===== src/rtl/pb_debounce_bank.sv =====
// Bank of active-low push-button conditioners: synchroniser, stability debounce, and press/release/long-press pulses.
// Define PB_LONG_PRESS_EN to build the hold counter, the DOWN_LONG state and long_pulse; otherwise long_pulse is 0.
module pb_debounce_bank #(
  parameter int NUM_PB      = 4,
  parameter int SYNC_STAGES = 2,
  parameter int DB_CYCLES   = 16,
  parameter int LONG_CYCLES = 1000
) (
  input  logic              clk,
  input  logic              rst_n,
  input  logic [NUM_PB-1:0] pb,
  output logic [NUM_PB-1:0] pressed,
  output logic [NUM_PB-1:0] press_pulse,
  output logic [NUM_PB-1:0] release_pulse,
  output logic [NUM_PB-1:0] long_pulse
);

  localparam int DW = (DB_CYCLES > 1) ? $clog2(DB_CYCLES) : 1;

`ifdef PB_LONG_PRESS_EN
  localparam int HW = (LONG_CYCLES > 1) ? $clog2(LONG_CYCLES) : 1;
  typedef enum logic [1:0] {UP, DOWN, DOWN_LONG} ch_state_t;
`else
  typedef enum logic [0:0] {UP, DOWN} ch_state_t;
`endif

  for (genvar i = 0; i < NUM_PB; i++) begin : g_ch
    logic [SYNC_STAGES-1:0] sync;
    logic                   s;
    logic                   stab;
    logic                   stab_nxt;
    logic [DW-1:0]          dcnt;
    logic [DW-1:0]          dcnt_nxt;
    logic                   fall;
    logic                   rise;
    ch_state_t              state;
    logic                   pressed_r;
    logic                   press_r;
    logic                   release_r;
    logic                   long_r;

    // Presetting to 1 makes reset look like a released button, so no spurious press.
    always_ff @(posedge clk or negedge rst_n) begin
      if (!rst_n) sync <= '1;
      else        sync <= {sync[SYNC_STAGES-2:0], pb[i]};
    end
    assign s = sync[SYNC_STAGES-1];

    always_comb begin
      stab_nxt = stab;
      dcnt_nxt = dcnt;
      if (s == stab) begin
        dcnt_nxt = '0;
      end else if (dcnt == DW'(DB_CYCLES - 1)) begin
        stab_nxt = s;
        dcnt_nxt = '0;
      end else begin
        dcnt_nxt = dcnt + 1'b1;
      end
    end

    always_ff @(posedge clk or negedge rst_n) begin
      if (!rst_n) begin
        stab <= 1'b1;
        dcnt <= '0;
      end else begin
        stab <= stab_nxt;
        dcnt <= dcnt_nxt;
      end
    end

    // Edges are taken from the next stable value so pulses coincide with the accepting edge.
    assign fall = stab & ~stab_nxt;
    assign rise = ~stab & stab_nxt;

`ifdef PB_LONG_PRESS_EN
    logic [HW-1:0] hcnt;
`endif

    always_ff @(posedge clk or negedge rst_n) begin
      if (!rst_n) begin
        state     <= UP;
        pressed_r <= 1'b0;
        press_r   <= 1'b0;
        release_r <= 1'b0;
        long_r    <= 1'b0;
`ifdef PB_LONG_PRESS_EN
        hcnt      <= '0;
`endif
      end else begin
        pressed_r <= ~stab_nxt;
        press_r   <= 1'b0;
        release_r <= 1'b0;
        long_r    <= 1'b0;
        case (state)
          UP: begin
            if (fall) begin
              state   <= DOWN;
              press_r <= 1'b1;
`ifdef PB_LONG_PRESS_EN
              hcnt    <= '0;
`endif
            end
          end
          DOWN: begin
            // Release takes priority over a long press landing on the same edge.
            if (rise) begin
              state     <= UP;
              release_r <= 1'b1;
`ifdef PB_LONG_PRESS_EN
            end else if (hcnt == HW'(LONG_CYCLES - 1)) begin
              state  <= DOWN_LONG;
              long_r <= 1'b1;
            end else begin
              hcnt <= hcnt + 1'b1;
`endif
            end
          end
`ifdef PB_LONG_PRESS_EN
          DOWN_LONG: begin
            if (rise) begin
              state     <= UP;
              release_r <= 1'b1;
            end
          end
`endif
          default: state <= UP;
        endcase
      end
    end

    assign pressed[i]       = pressed_r;
    assign press_pulse[i]   = press_r;
    assign release_pulse[i] = release_r;
    assign long_pulse[i]    = long_r;
  end

endmodule


===== config.mk =====
export PLATFORM = sky130hd
export DESIGN_NAME = pb_debounce_bank
export DESIGN_NICKNAME = d
export VERILOG_FILES = /design/src/rtl/pb_debounce_bank.sv
export SDC_FILE = /design/constraint.sdc
export NUM_CORES = 1
export LEC_CHECK = 0
export CORE_UTILIZATION = 50
export DETAILED_ROUTE_END_ITERATION = 6
export PLACE_DENSITY = 0.84
export SYNTH_ARGS = -nofsm -noshare
export SYNTH_HDL_FRONTEND = slang
export SYNTH_SLANG_ARGS = --single-unit

===== constraint.sdc =====
create_clock -name clk -period 1.4 [get_ports clk]
set_clock_uncertainty 0.15 [all_clocks]
set_input_delay 0.28 -clock clk [delete_from_list [all_inputs] [get_ports clk]]
set_output_delay 0.28 -clock clk [all_outputs]
set_load 0.05 [all_outputs]

# After elaboration in Yosys (flattened, before gate mapping)
# Index checks and enable logic that the tools add are counted.
# Widths: inputs -> output; s select.
op_classes:
  n_addsub: 4
  n_eq_ne: 8
  mux: 40
  n_bitwise: 20
ops:
  columns: ["operator", "n"]
  rows:
  - ["$mux 4", 8]
  - ["$mux 1", 28]
  - ["$add 4x1->4 const B", 4]
  - ["$eq 4x4->1 const B", 4]
  - ["$not 1->1", 12]
  - ["$and 1x1->1", 8]
  - ["$pmux 1 s2", 4]
  - ["$eq 1x1->1", 4]
word_totals:
  ff_bits: 44
  inputBits: 6
  output_inout_bits: 16
  wordCells: 100

# Logic depth before layout (Yosys ltp)
depth:
  word_depth: 7
  mapped_depth: 4
  depth_no_buf: 4

# Worst setup path after synthesis
# No wires, ideal clock.
synth_path:
  path_type: "reg-to-reg"
  from: "reg g_ch[1].dcnt[0]"
  to: "reg g_ch[1].state"
  setup_ns: 0.123
  arrival_ns: 0.990
  t_required_ns: 1.127
  path_slack_ns: 0.136
  stages_incl_launch_ff: 5
  n_path_buf: 0
  cell_sequence: "dfrtp_1 -> ha_1 -> and3_4 -> a21oi_1 -> a21oi_1"
synth_between:
  elab_chain_len: 7
synth_lines:
  columns: ["element", "line", "rtl"]
  rows:
  - ["from (decl)", "32", "logic [DW-1:0] dcnt;"]
  - ["from (signal assigned)", "68", "dcnt <= dcnt_nxt;"]
  - ["$eq 4x4->1 (*)", "54", "end else if (dcnt == DW'(DB_CYCLES - 1)) begin"]
  - ["$mux 1 (*)", "54", null]
  - ["$mux 1 (*)", "52", "if (s == stab) begin"]
  - ["$not 1->1", "73", "assign fall = stab & ~stab_nxt;"]
  - ["$and 1x1->1", "73", null]
  - ["$mux 1", "97", "if (fall) begin"]
  - ["$pmux 1 s2 (*)", "95", "case (state)"]
  - ["to (signal assigned)", "82", "state <= UP;"]
  - ["to (signal assigned)", "98", "state <= DOWN;"]
  - ["to (signal assigned)", "108", "state <= UP;"]
  - ["to (decl)", "36", "ch_state_t state;"]
# Every way passes the cells marked *; elsewhere a longest branch is shown, timed or not.

# Worst setup path after layout
layout_path:
  from: "reg g_ch[0].release_r"
  to: "out release_pulse[0]"
layout_lines:
  columns: ["element", "line", "rtl"]
  rows:
  - ["from (decl)", "39", "logic release_r;"]
  - ["from (signal assigned)", "85", "release_r <= 1'b0;"]
  - ["from (signal assigned)", "93", "release_r <= 1'b0;"]
  - ["from (signal assigned)", "109", "release_r <= 1'b1;"]
  - ["to (decl)", "14", "output logic [NUM_PB-1:0] release_pulse,"]
# No word-level cell between the ends.

==> summary.log <==
INFO  timing         period_needed=1.40ns
INFO  critical_path  cp_top_family=flip-flops
INFO  place          placement.io_buffers=17
INFO  global_routing overflow=0
INFO  place          detailedPlace.worstSlack=-0.0654ns
INFO  outcome        violations=negative setup slack
INFO  clock_tree     numClockSinks=44
INFO  global_routing global_route_wire_length_before_repair=5120um
INFO  drt            routed_wl=3120um
INFO  synth          synth_top_flop_cell=sky130_fd_sc_hd__dfrtp_1
INFO  drt            detail_route.first_pass.iterations=5
INFO  power          power.switching_fraction=24.6%
INFO  global_routing first_global_vias=1080
INFO  die            floorplan.io_pins=22
INFO  critical_path  critical_path_class=reg2out
INFO  power          total_power=2.16mW
INFO  place          dpl-instance-area=2080um2
INFO  run            drv.max_cap_violation_count=0
INFO  clock_tree     cts_max_path_buffers=2
INFO  die            start_util=53.5%
INFO  synth          syn_avg_cell_area=12.3um2
INFO  min_path       hold_path_class=in2reg
INFO  place          dp.final_hpwl=2020um
INFO  synth          postSynth.asyncResetShare=100%
INFO  cells_and_area antenna_diode_instance_count=0
INFO  critical_path  cp-end-kind=output pin
INFO  clock_tree     number_of_levels_the_h_tree_was_split_into=2
INFO  synth          synthesis.area=1830um2
INFO  critical_path  cp_max_fo=1
INFO  timing         report.final.slew_viol_count=0
INFO  critical_path  critPathMaxStageDelay=0.43ns
INFO  synth          synth_area_leader_cell=sky130_fd_sc_hd__dfrtp_1
INFO  cells_and_area design.final.nets=175
INFO  critical_path  timing.critical_path.slowest_stage_cell=sky130_fd_sc_hd__dfrtp_1
INFO  synth          synth.area.top_cells=sky130_fd_sc_hd__dfrtp_1 (44%), sky130_fd_sc_hd__dfstp_2 (17%), sky130_fd_sc_hd__buf_4 (6.6%)
INFO  outcome        run_status=complete, but fails checks
INFO  global_routing globalRouteTotalUtil=17.4%
INFO  synth          synth-seq-cells=44
INFO  power          pwr-share-comb=7.2%
INFO  timing         report.final.hold_viol_count=0
INFO  drt            via_count=1140
INFO  critical_path  worstSetupStartpointType=register
INFO  drt            post_drt_via_cell_ratio=5.38
INFO  global_routing grt_antenna_before_repair=0
INFO  drt            drc_errors=0
INFO  timing         worst_hold_slack=0.140ns
INFO  synth          synthMostInstantiatedCell=sky130_fd_sc_hd__dfrtp_1
INFO  die            die_outline_area=3900um2
INFO  synth          ys.warnings.count=0
INFO  synth          commonest_cells_post_synth=sky130_fd_sc_hd__dfrtp_1 (32), sky130_fd_sc_hd__a21oi_1 (16), sky130_fd_sc_hd__buf_4 (16)
INFO  critical_path  worst-path-buf-inv=1
INFO  cells_and_area fill_cells=248
INFO  die            placementRows=21
INFO  synth          synth-seq-area-share=61.1%
INFO  synth          synth_enable_flop_cells=0
INFO  power          p_leak=0.903nW
INFO  global_routing pin_count_of_the_biggest_net_entering_global_routing=45
INFO  clock_tree     clock_tree.root_cell=sky130_fd_sc_hd__clkbuf_4
INFO  place          place_congestion=0.743
INFO  power          irDropWorstVdd=552uV
INFO  critical_path  critical_path.cell_chain=buf_12
INFO  synth          post_synth_num_cell_types=21
INFO  critical_path  arrival=0.97ns
INFO  clock_tree     cts.reportedPaths.clkPinSlew=0.13ns
INFO  drt            drt_first_iter_violations=24
INFO  timing         grt_setup_unrepaired=yes
INFO  critical_path  cp.required=0.97ns
INFO  timing         layout_setup_ws=-0.000963ns
INFO  drt            drtAntennaViolNets=0
INFO  synth          synthesized_instance_count=149
INFO  cells_and_area drive_gt1_share=36.1%
INFO  timing         period_share=100%
INFO  power          internal_power=1.63mW
INFO  die            coreArea=3420um2
INFO  power          p_seq_share=63.2%
INFO  die            die_w=62.5um
INFO  timing         setup_viol=1
INFO  power          power.clock.fraction=29.6%
INFO  power          cellPowerDensity=978nW/um2
INFO  power          netSwitchingPower=0.531mW
INFO  timing         setup-tns-final=-0.000963ns
INFO  clock_tree     worstSkewPairLatency=0.37ns
INFO  drt            routed_wire_length_per_instance=14.7um
INFO  clock_tree     cts-buffers-inserted=5
INFO  cells_and_area syn2layout_area_growth=20.7%
INFO  cells_and_area postLayoutCellArea=2210um2
INFO  die            fp.dieH=62.5um
INFO  clock_tree     clock_tree_from_tritoncts=built
INFO  synth          synthDominantCellAreaShare=43.8%
INFO  timing         fmax=714MHz
kinds of logic (layout without fill, tap and decap cells):
group | Yosys count | after routing | synth area share (%)
XOR/XNOR | 8 | 8 | 3.83
adder cells (fa/ha/maj) | 4 | 4 | 2.74
other | 1 | 4 | 0.205
flip-flops | 44 | 44 | 61.1
AO/OA/AOI/OAI | 24 | 24 | 6.57
AND/OR/NAND/NOR | 48 | 48 | 18.2
buffers and inverters | 20 | 34 | 7.39
power by group through the flow:
stage          Clock (mW)  Combinational [mW]  Sequential, mW
2_1_floorplan           0              0.0918            1.37
3_3_place_gp            0               0.130            1.38
3_5_place_dp            0               0.139            1.39
4_1_cts             0.663               0.142            1.36
5_1_grt             0.724               0.175            1.37
6_report            0.639               0.156            1.36
cell usage in the layout (no fill, tap or decap), types with 4 or more instances in the layout:
cell type,instances
sky130_fd_sc_hd__o21ai_0,6
sky130_fd_sc_hd__buf_12,13
sky130_fd_sc_hd__inv_1,4
sky130_fd_sc_hd__nor2_1,4
sky130_fd_sc_hd__conb_1,4
sky130_fd_sc_hd__nand2_1,8
sky130_fd_sc_hd__and3_4,4
sky130_fd_sc_hd__nand4b_1,4
sky130_fd_sc_hd__nor3b_2,4
sky130_fd_sc_hd__nor3_1,4
sky130_fd_sc_hd__nand2_2,4
sky130_fd_sc_hd__clkdlybuf4s50_1,4
sky130_fd_sc_hd__clkbuf_4,5
sky130_fd_sc_hd__dfstp_2,12
sky130_fd_sc_hd__xnor2_1,8
sky130_fd_sc_hd__and2_1,4
sky130_fd_sc_hd__dfrtp_1,32
sky130_fd_sc_hd__ha_2,4
sky130_fd_sc_hd__a21oi_1,15
final cells by class:
| type | instances | area [um2] | area share, % |
|---|---|---|---|
| sequential | 44 | 1120 | 50.6 |
| multi-input combinational | 88 | 619 | 28.1 |
| timing repair buffer | 22 | 338 | 15.3 |
| tap | 46 | 57.6 | 2.61 |
| clock buffer | 6 | 51.3 | 2.32 |
| inverter | 4 | 15.0 | 0.680 |
| clock inverter | 2 | 10.0 | 0.454 |
repair_timing:
| item | in CTS | in global routing |
|---|---|---|
| hold buffers | 1 | 0 |
| hold endpoints to repair | 44 | 0 |
| resized for setup | 2 | 8 |
| setup buffers | 0 | 3 |
| setup endpoints to repair | 5 | 23 |
flip-flops by register name, indices dropped and copies added (netlist names):
| signal | count |
|---|---|
| g_ch.state | 4 |
| g_ch.dcnt | 16 |
| g_ch.sync | 8 |
| g_ch.pressed_r | 4 |
| g_ch.stab | 4 |
| g_ch.release_r | 4 |
| g_ch.press_r | 4 |
per-layer routing:
layer | track usage (%) | up-vias | part of all wire, %
met2 | 28.4 | 40 | 54
met4 | 8.72 | 0 | 3.5
met3 | 6.57 | 12 | 5.6
met1 | 20.0 | 567 | 37
met5 | 0 | - | 0
li1 | - | 521 | -
final timing paths:
kind	start	to	slack, ns	cells after the start
min	pb[3]	g_ch[3].sync[0]$_DFF_PN1_	0.14	1
max in group asynchronous	rst_n	g_ch[1].stab$_DFF_PN1_	0.58	3
max reg2reg	g_ch[1].dcnt[0]$_DFF_PN0_	g_ch[1].state$_DFF_PN0_	0.02	4
min reg2reg	g_ch[0].sync[0]$_DFF_PN1_	g_ch[0].sync[1]$_DFF_PN1_	0.21	0
min in group asynchronous	rst_n	g_ch[3].release_r$_DFF_PN0_	0.24	3
max	g_ch[0].release_r$_DFF_PN0_	release_pulse[0]	-0.001	1
metrics by stage:
stage	instances	utilization, %
finish	212	64.6
global placement	200	61.0
detailed placement	200	61.0
global route	212	64.6
floorplan	152	-
CTS	209	63.4
Power figures use the tool's default switching activity.
